[src/rtl/spi_mem_streamer.sv]
// SPI mode-0 master that streams a burst of memory words out on mosi, one word per fetch.
// Optional macro SPI_STREAM_LSB_FIRST_EN selects LSB-first shifting (default MSB-first).
module spi_mem_streamer #(
    parameter int DATA_W    = 24,
    parameter int ADDR_W    = 5,
    parameter int MEM_DEPTH = 16,
    parameter int CLK_DIV   = 4
) (
    input  logic              clk,
    input  logic              rst_n,
    input  logic              start,
    input  logic [ADDR_W-1:0] start_addr,
    input  logic [ADDR_W-1:0] word_count,
    output logic [ADDR_W-1:0] mem_addr,
    output logic              mem_we,
    input  logic [DATA_W-1:0] mem_rdata,
    output logic              sclk,
    output logic              mosi,
    output logic              cs_n,
    output logic              busy,
    output logic              done
);

    localparam int DIV_W = (CLK_DIV > 1) ? $clog2(CLK_DIV) : 1;
    localparam int BIT_W = (DATA_W > 1) ? $clog2(DATA_W) : 1;
    localparam logic [DIV_W-1:0]  DIV_LAST = DIV_W'(CLK_DIV - 1);
    localparam logic [BIT_W-1:0]  BIT_LAST = BIT_W'(DATA_W - 1);
    localparam logic [ADDR_W-1:0] ADDR_TOP = ADDR_W'(MEM_DEPTH - 1);

    typedef enum logic [2:0] {
        S_IDLE  = 3'd0,
        S_FETCH = 3'd1,
        S_WAIT  = 3'd2,
        S_LOAD  = 3'd3,
        S_SHIFT = 3'd4,
        S_HOLD  = 3'd5,
        S_DONE  = 3'd6
    } state_t;

    state_t            state_q, state_d;
    logic [ADDR_W-1:0] mem_addr_q, mem_addr_d;
    logic [ADDR_W-1:0] rem_q, rem_d;
    logic [DATA_W-1:0] shift_q, shift_d;
    logic [BIT_W-1:0]  bit_cnt_q, bit_cnt_d;
    logic [DIV_W-1:0]  div_cnt_q, div_cnt_d;
    logic              sclk_q, sclk_d;
    logic              mosi_q, mosi_d;
    logic              cs_n_q, cs_n_d;
    logic              busy_q, busy_d;
    logic              done_q, done_d;

    // State and output registers; reset forces the SPI bus idle immediately.
    always_ff @(posedge clk or negedge rst_n) begin
        if (!rst_n) begin
            state_q    <= S_IDLE;
            mem_addr_q <= '0;
            rem_q      <= '0;
            shift_q    <= '0;
            bit_cnt_q  <= '0;
            div_cnt_q  <= '0;
            sclk_q     <= 1'b0;
            mosi_q     <= 1'b0;
            cs_n_q     <= 1'b1;
            busy_q     <= 1'b0;
            done_q     <= 1'b0;
        end else begin
            state_q    <= state_d;
            mem_addr_q <= mem_addr_d;
            rem_q      <= rem_d;
            shift_q    <= shift_d;
            bit_cnt_q  <= bit_cnt_d;
            div_cnt_q  <= div_cnt_d;
            sclk_q     <= sclk_d;
            mosi_q     <= mosi_d;
            cs_n_q     <= cs_n_d;
            busy_q     <= busy_d;
            done_q     <= done_d;
        end
    end

    // Next-state and next-output logic; outputs land one cycle after the state acts.
    always_comb begin
        state_d    = state_q;
        mem_addr_d = mem_addr_q;
        rem_d      = rem_q;
        shift_d    = shift_q;
        bit_cnt_d  = bit_cnt_q;
        div_cnt_d  = div_cnt_q;
        sclk_d     = sclk_q;
        mosi_d     = mosi_q;
        cs_n_d     = cs_n_q;
        busy_d     = busy_q;
        done_d     = 1'b0;

        case (state_q)
            S_IDLE: begin
                // done_q high means we are in the pulse cycle; a start there is dropped.
                if (start && !done_q) begin
                    busy_d = 1'b1;
                    rem_d  = word_count;
                    if (word_count == '0) begin
                        state_d = S_DONE;
                    end else begin
                        mem_addr_d = ADDR_W'(start_addr % MEM_DEPTH);
                        state_d    = S_FETCH;
                    end
                end else begin
                    state_d = S_IDLE;
                end
            end
            S_FETCH: state_d = S_WAIT;
            S_WAIT:  state_d = S_LOAD;
            S_LOAD: begin
                shift_d   = mem_rdata;
                cs_n_d    = 1'b0;
                sclk_d    = 1'b0;
                bit_cnt_d = '0;
                div_cnt_d = '0;
`ifdef SPI_STREAM_LSB_FIRST_EN
                mosi_d    = mem_rdata[0];
`else
                mosi_d    = mem_rdata[DATA_W-1];
`endif
                state_d   = S_SHIFT;
            end
            S_SHIFT: begin
                if (div_cnt_q == DIV_LAST) begin
                    div_cnt_d = '0;
                    sclk_d    = ~sclk_q;
                    if (sclk_q) begin
                        if (bit_cnt_q == BIT_LAST) begin
                            rem_d = rem_q - ADDR_W'(1);
                            if (rem_q > ADDR_W'(1)) begin
                                if (mem_addr_q == ADDR_TOP) begin
                                    mem_addr_d = '0;
                                end else begin
                                    mem_addr_d = mem_addr_q + ADDR_W'(1);
                                end
                                state_d = S_FETCH;
                            end else begin
                                state_d = S_HOLD;
                            end
                        end else begin
                            bit_cnt_d = bit_cnt_q + BIT_W'(1);
`ifdef SPI_STREAM_LSB_FIRST_EN
                            shift_d   = {1'b0, shift_q[DATA_W-1:1]};
                            mosi_d    = shift_q[1];
`else
                            shift_d   = {shift_q[DATA_W-2:0], 1'b0};
                            mosi_d    = shift_q[DATA_W-2];
`endif
                        end
                    end else begin
                        bit_cnt_d = bit_cnt_q;
                    end
                end else begin
                    div_cnt_d = div_cnt_q + DIV_W'(1);
                end
            end
            S_HOLD: begin
                if (div_cnt_q == DIV_LAST) begin
                    div_cnt_d = '0;
                    state_d   = S_DONE;
                end else begin
                    div_cnt_d = div_cnt_q + DIV_W'(1);
                end
            end
            S_DONE: begin
                cs_n_d  = 1'b1;
                sclk_d  = 1'b0;
                done_d  = 1'b1;
                busy_d  = 1'b0;
                state_d = S_IDLE;
            end
            default: begin
                state_d = S_IDLE;
                cs_n_d  = 1'b1;
                sclk_d  = 1'b0;
                busy_d  = 1'b0;
            end
        endcase
    end

    assign mem_addr = mem_addr_q;
    assign mem_we   = 1'b0;
    assign sclk     = sclk_q;
    assign mosi     = mosi_q;
    assign cs_n     = cs_n_q;
    assign busy     = busy_q;
    assign done     = done_q;

endmodule

[config.mk]
export PLATFORM = sky130hd
export DESIGN_NAME = spi_mem_streamer
export DESIGN_NICKNAME = d
export VERILOG_FILES = /design/src/rtl/spi_mem_streamer.sv
export SDC_FILE = /design/constraint.sdc
export NUM_CORES = 1
export LEC_CHECK = 0
export BUFFER_PORTS_ARGS = -buffer_cell sky130_fd_sc_hd__buf_2
export CORE_AREA = 2 2 85 87
export DETAILED_ROUTE_END_ITERATION = 12
export DIE_AREA = 0 0 87 89
export GPL_TIMING_DRIVEN = 0
export PLACE_DENSITY = 0.71
export SLEW_MARGIN = 20
export SYNTH_ARGS = -nofsm -noshare
export SYNTH_HDL_FRONTEND = slang
export SYNTH_SLANG_ARGS = --single-unit
[constraint.sdc]
create_clock -name clk -period 4.6 [get_ports clk]
set_clock_uncertainty 0.15 [all_clocks]
set_input_delay 0.46 -clock clk [delete_from_list [all_inputs] [get_ports clk]]
set_output_delay 0.46 -clock clk [all_outputs]
set_load 0.01 [all_outputs]
==> out/qor.csv <==
metric,value,unit
drv_slew,0,
power_density,590,nW/um2
grt_pass1_wl,11000,um
core_region_area,6720,um2
path_buf_inv,2,
io_buffers,45,
rsz0062_at_grt,no,
synth_xor_area_frac,0.00327,
period_share,0.487,
synth_area,2680,um2
ys_seq_area_frac,0.448,
crit_arrival,2.28,ns
fillers,652,
synthMuxAreaShare,0.0513,
ys.flop_type,dfrtp_1,
avgSynthCellArea,9.09,um2
cts_made_buffers,5,
synth_top_family_by_area,compound AO/OA/AOI/OAI gates,
crit_chain,"ha_1, and4b_1, clkbuf_1, o21ai_4, and2_1, buf_6, mux2_1",
worstSetupEndpoint,bit_cnt_q[0]$_DFFE_PN0P_,
synth_compound_area_frac,0.228,
async_reset_ff_frac,1.00,
clock.fmax,0.446,GHz
synth-adder-area-share,0.0233,
layout-drive-gt1-share,0.215,
cp_slowest_stage_delay,0.41,ns
end_kind,flop,
synth_cell_types,57,
grt_max_degree,26,
syn_to_final_growth,16.3,%
postRouteAntennaNets,0,
die_h,89,um
post_cts_resized,0,
worstPathRequired,4.64,ns
grt_usage,0.177,
syn_nets,337,
synthSimpleGateAreaFrac,0.190,
cts_tree,built,
grt-ovfl-total,0,
fin_ws,2.36,ns
num_rows,30,
p_leak,1.39,nW
tns,0,ns
antenna_cells,0,
grt_pass1_vias,2380,
dieArea,7740,um2
worstHoldPathType,primary input to async pin,
final_util,0.464,
rrSetupSlack,2.36,ns
viasPerCell,5.53,
place.gp.congestion,0.780,
clockRootBuffer,clkbuf_8,
r2r_cells,7,
boundaryPins,48,
crit_fanout,10,
antenna_found_initial,0,
synth_cells,295,
crit_start,bit_cnt_q[0]$_DFFE_PN0P_,
path_class,flop to flop,
cts_sinks,48,
pre_cts_ws,2.37,ns
timing.rr.end,bit_cnt_q[0]$_DFFE_PN0P_,
die_w,87,um
start_kind,flop,
tightestPinTransition,0.595,ns
vdd_ir_drop_max,0.252,mV
wl,6340,um
insertion_delay,0.31,ns
slowest_stage,dfrtp_1,
finalCriticalPeriod,2.24,ns
synth-edff-count,0,
setup_viol,0,
cts.path.max_buffers,2,
start_util,0.399,
ctsHoldBuffers,0,
cp_top_family,flip-flops,
final_nets,390,
cts_max_level,2,
status,"finished, final reports clean",
drtPass1Iterations,4,
ys_seq_elements,48,
drt-initial-drc-count,137,
post_cts.repair.setup_buffers,0,
drc,0,
clk_pin_slew,0.09,ns
maxCapViolations,0,
r2r_start,bit_cnt_q[0]$_DFFE_PN0P_,
vias,2373,
cp.depth,7,
slew_headroom,0.603,
yosys_warnings,0,
wl_per_cell,14.8,um
dpl.hpwl,4550,um
hold_viol_final,0,
synthesized netlist by cell type, types with 4 or more instances:
| cell type | instances | area (um2) |
|---|---|---|
| nor2_1 | 51 | 191 |
| dfrtp_1 | 47 | 1180 |
| a21oi_1 | 35 | 175 |
| a211oi_1 | 23 | 173 |
| nand2_1 | 13 | 48.8 |
| clkbuf_1 | 11 | 41.3 |
| inv_1 | 11 | 41.3 |
| nand3_1 | 8 | 40.0 |
| mux2i_1 | 7 | 70.1 |
| nand2b_1 | 7 | 43.8 |
| o22ai_1 | 7 | 43.8 |
| buf_4 | 5 | 37.5 |
| ha_1 | 5 | 62.6 |
| mux2_2 | 5 | 56.3 |
| and3_1 | 4 | 25.0 |
| nor3_1 | 4 | 20.0 |
final cells by class:
type,instances,area (um2),area share
repair buffers,46,245,0.0786
flip-flops and latches,48,1200,0.385
inverters,11,41.3,0.0132
plain buffers,20,104,0.0333
clock buffers,6,82.6,0.0265
well taps,80,100,0.0321
multi-input cells,216,1330,0.428
clock inverters,2,10.0,0.00321
state kept, by name, summed over array words and instances, names as in the netlist:
signal     flops
busy           1
bit_cnt_q      5
rem_q          5
mem_addr       5
sclk           1
state_q        3
cs_n           1
mosi           1
shift_q       23
done           1
div_cnt_q      2
metal layers:
| metal | routed length, um | up-vias | track usage | share of wire |
|---|---|---|---|---|
| met5 | 0 | - | 0 | 0 |
| met4 | 57 | 0 | 0.0369 | 0.0090 |
| met3 | 279 | 8 | 0.0268 | 0.044 |
| met2 | 2940 | 60 | 0.299 | 0.46 |
| met1 | 3070 | 1143 | 0.244 | 0.48 |
| li1 | - | 1162 | - | - |
cell families after synthesis:
group                    Yosys count
buffers and inverters             31
adder cells (fa/ha/maj)            5
AND/OR/NAND/NOR                  104
multiplexers                      13
flip-flops                        48
AO/OA/AOI/OAI                     92
other                              1
XOR/XNOR                           1
worst reg2reg max path: cells and delay by family (launching register included):
family,cells,cell delay (ns)
fa+ha+maj,1,0.25
buf+inv,2,0.33
simple gates,2,0.39
mux,1,0.31
compound gates,1,0.30
flops,1,0.41
how the worst min path moves through the flow:
stage	to	startpoint	slack, ns	cells past startpoint
2_1_floorplan	bit_cnt_q[0]$_DFFE_PN0P_	rst_n	0.01	0
3_3_place_gp	shift_q[0]$_DFFE_PN0P_	shift_q[0]$_DFFE_PN0P_	0.34	2
3_5_place_dp	shift_q[0]$_DFFE_PN0P_	shift_q[0]$_DFFE_PN0P_	0.35	2
4_1_cts	shift_q[17]$_DFFE_PN0P_	rst_n	0.02	1
5_1_grt	rem_q[4]$_DFFE_PN0P_	rst_n	0.06	1
6_report	rem_q[2]$_DFFE_PN0P_	rst_n	0.003	1
through the flow:
stage / hold WS, ns / total power (W) / instances / instance area [um2]
2_1_floorplan: 0.0144 / 0.00133 / 295 / 2680
5_1_grt: 0.0563 / 0.00200 / 429 / 3120
4_1_cts: 0.0208 / 0.00185 / 429 / 3120
6_report: 0.00281 / 0.00184 / 429 / 3120
3_5_place_dp: 0.352 / 0.00158 / 421 / 3030
3_3_place_gp: 0.339 / 0.00155 / 420 / 3010
layout by cell type, fill, tap and decap left out, drive strengths merged, types with 4 or more instances in the layout:
cell type,Yosys,final
o22ai,7,7
nor3,4,4
ha,5,5
mux2,6,6
buf,9,55
mux2i,7,7
a21oi,36,36
o21ai,5,5
nand3,8,8
nand2,14,14
and3,4,4
inv,11,11
clkbuf,11,17
dfrtp,47,47
nand2b,7,7
nor2,51,51
a211oi,23,23
power by group:
part | internal (W) | switching (W) | leakage, nW
clock | 0.000120 | 0.000145 | 0.0510
combinational | 0.000354 | 0.000494 | 0.786
sequential | 0.000588 | 0.000138 | 0.550
total | 0.00106 | 0.000777 | 1.39
Power figures use the tool's default switching activity.
